<file path="src/rtl/muldiv_iter_if.sv">
// rtl/muldiv_iter_if.sv - issue/result bundle between the core EX stage and muldiv_iter
//
// Purpose : groups the operation request (start/op/a/b/flush) and the
//           completion signals (busy/done/result) of the iterative
//           multiply/divide unit.
// Signals :
//   start   core -> unit  issue strobe, sampled only while the unit is idle
//   op      core -> unit  RV32M funct3 encoding
//   a, b    core -> unit  rs1 / rs2 operands, sampled with start
//   flush   core -> unit  abort any in-flight operation
//   busy    unit -> core  operation in progress (core stalls ID/EX)
//   done    unit -> core  one-cycle completion pulse
//   result  unit -> core  last completed result, held until the next one
// Modports: master = core side, slave = unit side.

interface muldiv_iter_if #(
    parameter int XLEN = 32
);
    logic            start;
    logic [2:0]      op;
    logic [XLEN-1:0] a;
    logic [XLEN-1:0] b;
    logic            flush;
    logic            busy;
    logic            done;
    logic [XLEN-1:0] result;

    modport master (
        output start, op, a, b, flush,
        input  busy, done, result
    );

    modport slave (
        input  start, op, a, b, flush,
        output busy, done, result
    );
endinterface

</file>
<file path="src/rtl/muldiv_iter.sv">
// rtl/muldiv_iter.sv - iterative RV32M multiply/divide unit, one bit per cycle
//
// Purpose : shift-add multiplication and restoring division on operand
//           magnitudes, with sign fix-up in a final cycle. Divide-by-zero
//           and signed overflow finish on a one-cycle fast path.
// Ports   :
//   clk     rising-edge clock
//   rst     asynchronous active-low reset
//   bus     muldiv_iter_if slave modport (start/op/a/b/flush in,
//           busy/done/result out)
// Latency : XLEN+2 cycles from the start cycle to done; fast path 1 cycle.

module muldiv_iter #(
    parameter int XLEN  = 32,
    parameter int CNT_W = $clog2(XLEN) + 1
) (
    input  logic         clk,
    input  logic         rst,
    muldiv_iter_if.slave bus
);

    typedef enum logic [1:0] {
        S_IDLE = 2'd0,
        S_CALC = 2'd1,
        S_FIX  = 2'd2
    } state_t;

    localparam logic [2:0] OP_MUL    = 3'b000;
    localparam logic [2:0] OP_MULH   = 3'b001;
    localparam logic [2:0] OP_MULHSU = 3'b010;
    localparam logic [2:0] OP_DIV    = 3'b100;
    localparam logic [2:0] OP_REM    = 3'b110;

    localparam logic [XLEN-1:0] ALL_ONES = {XLEN{1'b1}};
    localparam logic [XLEN-1:0] MOST_NEG = {1'b1, {(XLEN-1){1'b0}}};

    // ------------------------------------------------------------------
    // State
    // ------------------------------------------------------------------
    state_t            state_q,  state_d;
    logic [CNT_W-1:0]  cnt_q,    cnt_d;
    logic [2:0]        op_q,     op_d;
    logic              neg_q,    neg_d;
    // Multiply: full product, multiplier consumed from the low end.
    // Divide  : low half holds dividend, shifting out while quotient
    //           bits shift in.
    logic [2*XLEN-1:0] prod_q,   prod_d;
    // Multiplicand (multiply) or divisor (divide) magnitude.
    logic [XLEN-1:0]   mcand_q,  mcand_d;
    // Partial remainder; always below the divisor so XLEN bits suffice
    // between iterations, the extra bit lives only in the trial value.
    logic [XLEN-1:0]   rem_q,    rem_d;
    logic              busy_q,   busy_d;
    logic              done_q,   done_d;
    logic [XLEN-1:0]   result_q, result_d;

    // ------------------------------------------------------------------
    // Issue-time decode
    // ------------------------------------------------------------------
    logic            is_div_in;
    logic            a_signed, b_signed;
    logic            a_neg, b_neg;
    logic [XLEN-1:0] mag_a, mag_b;
    logic            sign_in;
    logic            b_zero, ovf, fast;
    logic [XLEN-1:0] fast_res;

    assign is_div_in = bus.op[2];
    assign a_signed  = (bus.op == OP_MULH) || (bus.op == OP_MULHSU) ||
                       (bus.op == OP_DIV)  || (bus.op == OP_REM);
    assign b_signed  = (bus.op == OP_MULH) || (bus.op == OP_DIV) ||
                       (bus.op == OP_REM);
    assign a_neg     = a_signed & bus.a[XLEN-1];
    assign b_neg     = b_signed & bus.b[XLEN-1];
    assign mag_a     = a_neg ? (~bus.a + 1'b1) : bus.a;
    assign mag_b     = b_neg ? (~bus.b + 1'b1) : bus.b;

    // Remainder takes the dividend's sign; product and quotient take the
    // XOR of the effective operand signs.
    assign sign_in   = (is_div_in & bus.op[1]) ? a_neg : (a_neg ^ b_neg);

    assign b_zero    = (bus.b == '0);
    assign ovf       = ((bus.op == OP_DIV) || (bus.op == OP_REM)) &&
                       (bus.a == MOST_NEG) && (bus.b == ALL_ONES);
    assign fast      = is_div_in & (b_zero | ovf);

    always_comb begin
        fast_res = '0;
        if (b_zero) begin
            fast_res = bus.op[1] ? bus.a : ALL_ONES;
        end else begin
            fast_res = bus.op[1] ? '0 : bus.a;
        end
    end

    // ------------------------------------------------------------------
    // Iteration datapath
    // ------------------------------------------------------------------
    logic [XLEN:0]     mul_sum;
    logic [2*XLEN-1:0] mul_next;
    logic [XLEN:0]     rem_sh;
    logic [XLEN:0]     trial;
    logic              q_bit;
    logic [XLEN-1:0]   rem_next;
    logic [XLEN-1:0]   dvd_next;

    // The carry out of the add becomes the new product MSB after the shift.
    assign mul_sum  = {1'b0, prod_q[2*XLEN-1:XLEN]} +
                      {1'b0, (prod_q[0] ? mcand_q : {XLEN{1'b0}})};
    assign mul_next = {mul_sum, prod_q[XLEN-1:1]};

    assign rem_sh   = {rem_q, prod_q[XLEN-1]};
    assign trial    = rem_sh - {1'b0, mcand_q};
    assign q_bit    = ~trial[XLEN];
    assign rem_next = q_bit ? trial[XLEN-1:0] : rem_sh[XLEN-1:0];
    assign dvd_next = {prod_q[XLEN-2:0], q_bit};

    // ------------------------------------------------------------------
    // Sign fix-up and result selection
    // ------------------------------------------------------------------
    logic [2*XLEN-1:0] prod_fix;
    logic [XLEN-1:0]   quot_fix;
    logic [XLEN-1:0]   rem_fix;
    logic [XLEN-1:0]   fix_res;

    assign prod_fix = neg_q ? (~prod_q + 1'b1) : prod_q;
    assign quot_fix = neg_q ? (~prod_q[XLEN-1:0] + 1'b1) : prod_q[XLEN-1:0];
    assign rem_fix  = neg_q ? (~rem_q + 1'b1) : rem_q;

    always_comb begin
        fix_res = '0;
        if (!op_q[2]) begin
            fix_res = (op_q == OP_MUL) ? prod_fix[XLEN-1:0]
                                       : prod_fix[2*XLEN-1:XLEN];
        end else begin
            fix_res = op_q[1] ? rem_fix : quot_fix;
        end
    end

    // ------------------------------------------------------------------
    // Next-state logic
    // ------------------------------------------------------------------
    always_comb begin
        state_d  = state_q;
        cnt_d    = cnt_q;
        op_d     = op_q;
        neg_d    = neg_q;
        prod_d   = prod_q;
        mcand_d  = mcand_q;
        rem_d    = rem_q;
        done_d   = 1'b0;
        result_d = result_q;

        unique case (state_q)
            S_IDLE: begin
                if (bus.start && !bus.flush) begin
                    if (fast) begin
                        result_d = fast_res;
                        done_d   = 1'b1;
                    end else begin
                        op_d    = bus.op;
                        neg_d   = sign_in;
                        cnt_d   = CNT_W'(XLEN);
                        rem_d   = '0;
                        state_d = S_CALC;
                        if (is_div_in) begin
                            prod_d  = {{XLEN{1'b0}}, mag_a};
                            mcand_d = mag_b;
                        end else begin
                            prod_d  = {{XLEN{1'b0}}, mag_b};
                            mcand_d = mag_a;
                        end
                    end
                end
            end

            S_CALC: begin
                cnt_d = cnt_q - 1'b1;
                if (op_q[2]) begin
                    prod_d = {prod_q[2*XLEN-1:XLEN], dvd_next};
                    rem_d  = rem_next;
                end else begin
                    prod_d = mul_next;
                end
                if (cnt_q == CNT_W'(1)) begin
                    state_d = S_FIX;
                end
            end

            S_FIX: begin
                result_d = fix_res;
                done_d   = 1'b1;
                state_d  = S_IDLE;
            end

            default: begin
                state_d = S_IDLE;
            end
        endcase

        // Flush beats everything, including a same-cycle start or a
        // completing FIX: the aborted operation leaves no trace on outputs.
        if (bus.flush) begin
            state_d  = S_IDLE;
            done_d   = 1'b0;
            result_d = result_q;
        end
    end

    // busy is registered from the next state so it rises in the first CALC
    // cycle and falls in the done cycle.
    assign busy_d = (state_d != S_IDLE);

    always_ff @(posedge clk or negedge rst) begin
        if (!rst) begin
            state_q  <= S_IDLE;
            cnt_q    <= '0;
            op_q     <= '0;
            neg_q    <= 1'b0;
            prod_q   <= '0;
            mcand_q  <= '0;
            rem_q    <= '0;
            busy_q   <= 1'b0;
            done_q   <= 1'b0;
            result_q <= '0;
        end else begin
            state_q  <= state_d;
            cnt_q    <= cnt_d;
            op_q     <= op_d;
            neg_q    <= neg_d;
            prod_q   <= prod_d;
            mcand_q  <= mcand_d;
            rem_q    <= rem_d;
            busy_q   <= busy_d;
            done_q   <= done_d;
            result_q <= result_d;
        end
    end

    assign bus.busy   = busy_q;
    assign bus.done   = done_q;
    assign bus.result = result_q;

endmodule

</file>
<file path="src/flat_wrapper.sv">
// flat-port wrapper written by rule: the top's interface ports become plain ports
module muldiv_iter_flat 
#(
    parameter int XLEN  = 32,
    parameter int CNT_W = $clog2(XLEN) + 1
)
  (clk, rst, bus_start, bus_op, bus_a, bus_b, bus_flush, bus_busy, bus_done, bus_result);
  muldiv_iter_if #(.XLEN(XLEN)) bus_i ();
  input  logic clk;
  input  logic rst;
  input wire logic [$bits(bus_i.start)-1:0] bus_start;
  input wire logic [$bits(bus_i.op)-1:0] bus_op;
  input wire logic [$bits(bus_i.a)-1:0] bus_a;
  input wire logic [$bits(bus_i.b)-1:0] bus_b;
  input wire logic [$bits(bus_i.flush)-1:0] bus_flush;
  output wire logic [$bits(bus_i.busy)-1:0] bus_busy;
  output wire logic [$bits(bus_i.done)-1:0] bus_done;
  output wire logic [$bits(bus_i.result)-1:0] bus_result;
  assign bus_i.start = bus_start;
  assign bus_i.op = bus_op;
  assign bus_i.a = bus_a;
  assign bus_i.b = bus_b;
  assign bus_i.flush = bus_flush;
  assign bus_busy = bus_i.busy;
  assign bus_done = bus_i.done;
  assign bus_result = bus_i.result;
  muldiv_iter #(.XLEN(XLEN), .CNT_W(CNT_W)) u_core (.clk(clk), .rst(rst), .bus(bus_i));
endmodule
</file>
<file path="config.mk">
export PLATFORM = sky130hd
export DESIGN_NAME = muldiv_iter_flat
export DESIGN_NICKNAME = d
export VERILOG_FILES = /design/src/rtl/muldiv_iter_if.sv /design/src/rtl/muldiv_iter.sv /design/src/flat_wrapper.sv
export SDC_FILE = /design/constraint.sdc
export NUM_CORES = 1
export LEC_CHECK = 0
export ABC_AREA = 1
export CAP_MARGIN = 10
export CORE_ASPECT_RATIO = 1.2
export CORE_MARGIN = 4
export CORE_UTILIZATION = 40
export CTS_CLUSTER_DIAMETER = 120
export DETAILED_ROUTE_END_ITERATION = 16
export SLEW_MARGIN = 15
export SYNTH_ARGS = -nofsm -noshare
export SYNTH_HDL_FRONTEND = slang
export SYNTH_SLANG_ARGS = --single-unit
export TNS_END_PERCENT = 30
</file>
<file path="constraint.sdc">
create_clock -name clk -period 2.5 [get_ports clk]
set_input_delay 0.375 -clock clk [delete_from_list [all_inputs] [get_ports clk]]
set_output_delay 0.375 -clock clk [all_outputs]
set_load 0.02 [all_outputs]
</file>
==> impl_results.md <==
* Outcome: finished, violations left
* Failing checks: negative setup slack
* Primary FF master, synth: sky130_fd_sc_hd__dfrtp_1
* Final max-slew violation count at 0
* Met3 routed wirelength at 7330 um
* Overflow left after global routing at 0
* Complex-gate fraction of the synthesized area at 14.9%
* Final hold slack at 0.430 ns
* Most repeated library cell on the critical path: sky130_fd_sc_hd__a21oi_1
* Worst clock skew at 0.0199 ns
* Number of buffers created by CTS at 17
* Clock transition at the registers of the reported paths at 0.09 ns
* Routed Wire Length at 98,000 um
* Main combinational cell family by area after synthesis: simple AND/OR/NAND/NOR gates
* Count of flip-flops with a built-in enable after synthesis at 0
* Worst Path Buf+Inv at 4
* Most common library cell in the layout ignoring fill and taps: sky130_fd_sc_hd__nand2_1
* Initial cell density of the core at 40.4%
* Period utilisation layout at 101%
* Post-detailed-route via-to-cell ratio at 5.49
* Delay-heaviest family, CP: compound AO/OA/AOI/OAI gates
* Leading cell types by total area after synthesis: sky130_fd_sc_hd__dfrtp_1 (22%), sky130_fd_sc_hd__nand2_1 (21%), sky130_fd_sc_hd__nand3_1 (9.8%), sky130_fd_sc_hd__nor2_1 (7.7%), sky130_fd_sc_hd__inv_1 (6.9%)
* Area share of the leading cell type in the synthesized netlist at 22.4%
* IO buf count at 104
* Final HPWL from detailed placement at 80,100 um
* Type of the setup path with the least slack: reg -> reg
* Critical path launch point: u_core.prod_q[0]
* Period minus WS final at 2.52 ns
* Number of global-route vias before repair at 23,693
* Post-synth top area cell: sky130_fd_sc_hd__dfrtp_1
* Final layout net count at 4,105
* CP Data Arrival Time at 2.96 ns
* Layout fillers at 4,842
* Post-route worst setup slack at -0.0180 ns
* Max IR drop VDD at 695 uV
* Slew margin rel. at 56.9%
* Sequential-to-total area share from yosys stat at 22.4%
* Critical Path Fanout Max at 8
* Hold violation total from the final report at 0
* Slowest CP cell: sky130_fd_sc_hd__dfrtp_2
* Post-layout total power at 27,500 uW
* Layout overhead on the synthesized area at 38.9%
* Wire length of the first global-routing pass at 144,000 um
* Met2 routed wirelength at 43,700 um
* Power density over the cells at 1020 nW/um^2
* Count of boundary I/O pins at 105
* Total via count after detailed routing at 25,268
* Global routing usage summed across all routing layers at 35.8%
* Transition at the pin with the smallest max-transition slack at 0.646 ns
* Leading cell types in the layout, fill and taps excluded: sky130_fd_sc_hd__nand2_1 (1,059), sky130_fd_sc_hd__buf_4 (564), sky130_fd_sc_hd__nor2_1 (378), sky130_fd_sc_hd__nand3_1 (365), sky130_fd_sc_hd__inv_1 (328)
* Proportion of synthesized area in mux cells at 0%
* Root Driver: sky130_fd_sc_hd__clkbuf_16
* Min-Delay Path Class: in -> async
* Total standard cell area after synthesis at 19,400 sq um
* Num Clock Sinks at 174
* Number of antenna violations at the first check in global routing at 1
* Highest layer used for signal routing: met4
* Pre-CTS worst setup slack at -0.556 ns
* Share of synthesized flip-flops with an asynchronous set or reset at 100%
* Maxcap violations at 0
* Setup-failing EPs final at 2
* Per-cell routed wire length at 21.3 um
* Post-route DRC violation count at 0
* Source of the worst register-to-register timing path: u_core.prod_q[0]
* Synthesized-area fraction occupied by xor and xnor cells at 4.01%
* Adder-cell area share of the yosys netlist at 4.77%
* Critical Path, Cell by Cell: buf_8, buf_4, nand2_1, inv_2, ha_4, buf_4, a21oi_1, o21ai_1, a21oi_1, o211ai_1, a21oi_1, o21ai_1, nand2_1
* H-Tree Level Count at 4
* Antenna-violating nets left at 0
* CTS tree: done
* Cells after Synth at 3,373
* Largest net degree at the start of global routing at 69
* Required arrival time at the worst endpoint at 2.94 ns
* Post-synthesis register bit count at 174
* Simple-gate share of the synthesized area at 43.5%
* CTS Buffer Depth at 2
* Delay of the slowest cell on the worst path at 0.47 ns
* Syn. warnings at 0
* Final GP Congestion at 1.02
* Flop-to-flop setup slack at -0.02 ns
* Crit path launch type: register
* Area inside the core boundary at 48,100 sq um
* Static leakage power at 0.0139 uW
* Initial DRC Count at 2,979
* Number of standard-cell rows in the floorplan at 88
* Mean Syn Cell Area at 5.77 sq um
* FMAX at 0.397 GHz
* Net Count, Synth at 3,517
* Type of destination of the critical path: register
* Horizontal extent of the die at 209 um
* Count of different cell masters after synthesis at 52
* Clk_lat worst skew at 0.50 ns
* Die area at 52,200 sq um
* Post-Route M1 WL at 40,900 um
* RSZ-0062 raised after global routing: yes
* Vert. Die Dim at 250 um
* Share of post-route cells with drive strength above 1 at 22.4%
* Number of detailed-routing iterations run before antenna repair at 8
==> kinds of logic (layout without fill, tap and decap cells) <==
group | after synthesis | in the layout
flops | 174 | 174
simple gates | 2023 | 2023
fa+ha+maj | 73 | 73
compound gates | 526 | 526
buf+inv | 488 | 1089
xor+xnor | 89 | 89
other cells | 0 | 1
==> what timing repair did <==
item                       4_1_cts  5_1_grt
buffers inserted                 0       34
setup endpoints to repair       47       73
cloned                           0        3
hold buffers                     1        0
hold endpoints to repair        50        0
gates resized for setup         33      262
pin swaps                        1       66
==> stage by stage <==
| step | instance area [sq um] | TNS, ns | util [%] | instances |
|---|---|---|---|---|
| after detailed placement | 25000 | -29.68 | 51.9 | 4535 |
| after global placement | 25000 | -24.89 | 51.9 | 4535 |
| after CTS | 25700 | -0.141 | 53.4 | 4568 |
| after floorplan | 19400 | 0 | - | 3373 |
| final | 27000 | -0.0311 | 56.1 | 4605 |
| after global routing | 27000 | -1.04 | 56.1 | 4604 |
==> registers in the layout, indices dropped and copies added (netlist names) <==
signal / cells
u_core.state_q: 2
u_core.bus.done: 1
u_core.neg_q: 1
u_core.bus.busy: 1
u_core.op_q: 3
u_core.prod_q: 64
u_core.rem_q: 32
u_core.mcand_q: 32
u_core.cnt_q: 6
u_core.bus.result: 32
==> path summary, 6_finish.rpt <==
kind	to	cells past startpoint
setup reg to reg	u_core.prod_q[56]	13
hold reg to reg	u_core.bus.result[18]	2
hold / removal	u_core.prod_q[45]	2
max in group asynchronous	u_core.rem_q[0]	3
setup / recovery	u_core.prod_q[56]	13
min in group clk	u_core.bus.result[18]	2
==> Yosys cell counts, types with 22 or more instances <==
library cell,count
sky130_fd_sc_hd__a21oi_1,170
sky130_fd_sc_hd__ha_1,71
sky130_fd_sc_hd__o21ai_0,210
sky130_fd_sc_hd__dfrtp_1,174
sky130_fd_sc_hd__o21ai_1,43
sky130_fd_sc_hd__xnor2_1,26
sky130_fd_sc_hd__nor2_1,398
sky130_fd_sc_hd__inv_1,356
sky130_fd_sc_hd__nor3_1,29
sky130_fd_sc_hd__buf_2,34
sky130_fd_sc_hd__nand4_1,49
sky130_fd_sc_hd__nand3_1,379
sky130_fd_sc_hd__nand2_1,1110
sky130_fd_sc_hd__xor2_1,63
sky130_fd_sc_hd__clkbuf_1,55
sky130_fd_sc_hd__a22oi_1,22
==> report_power, final <==
group	internal, uW	switching, uW	leakage, uW
clock network	1450	1400	0.000284
logic	8050	12100	0.0113
registers	3540	965	0.00227
==> area by class of cell <==
cell class	instances	area [sq um]	area share, %
multi-input cells	2711	14200	52.5
repair buffers	691	5700	21.1
flip-flops and latches	174	4360	16.1
inverters	366	1380	5.11
well taps	630	788	2.92
clock buffers	19	453	1.68
clock inverters	13	130	0.482
diodes	1	2.50	0.00927
==> metal layers <==
| metal | vias to the layer above | GRT usage [%] |
|---|---|---|
| met5 | - | 0 |
| met4 | 0 | 19.0 |
| met3 | 226 | 5.14 |
| met2 | 1169 | 55.4 |
| met1 | 11758 | 48.2 |
| li1 | 12115 | - |
No activity file was read; power rests on OpenSTA's default activity.
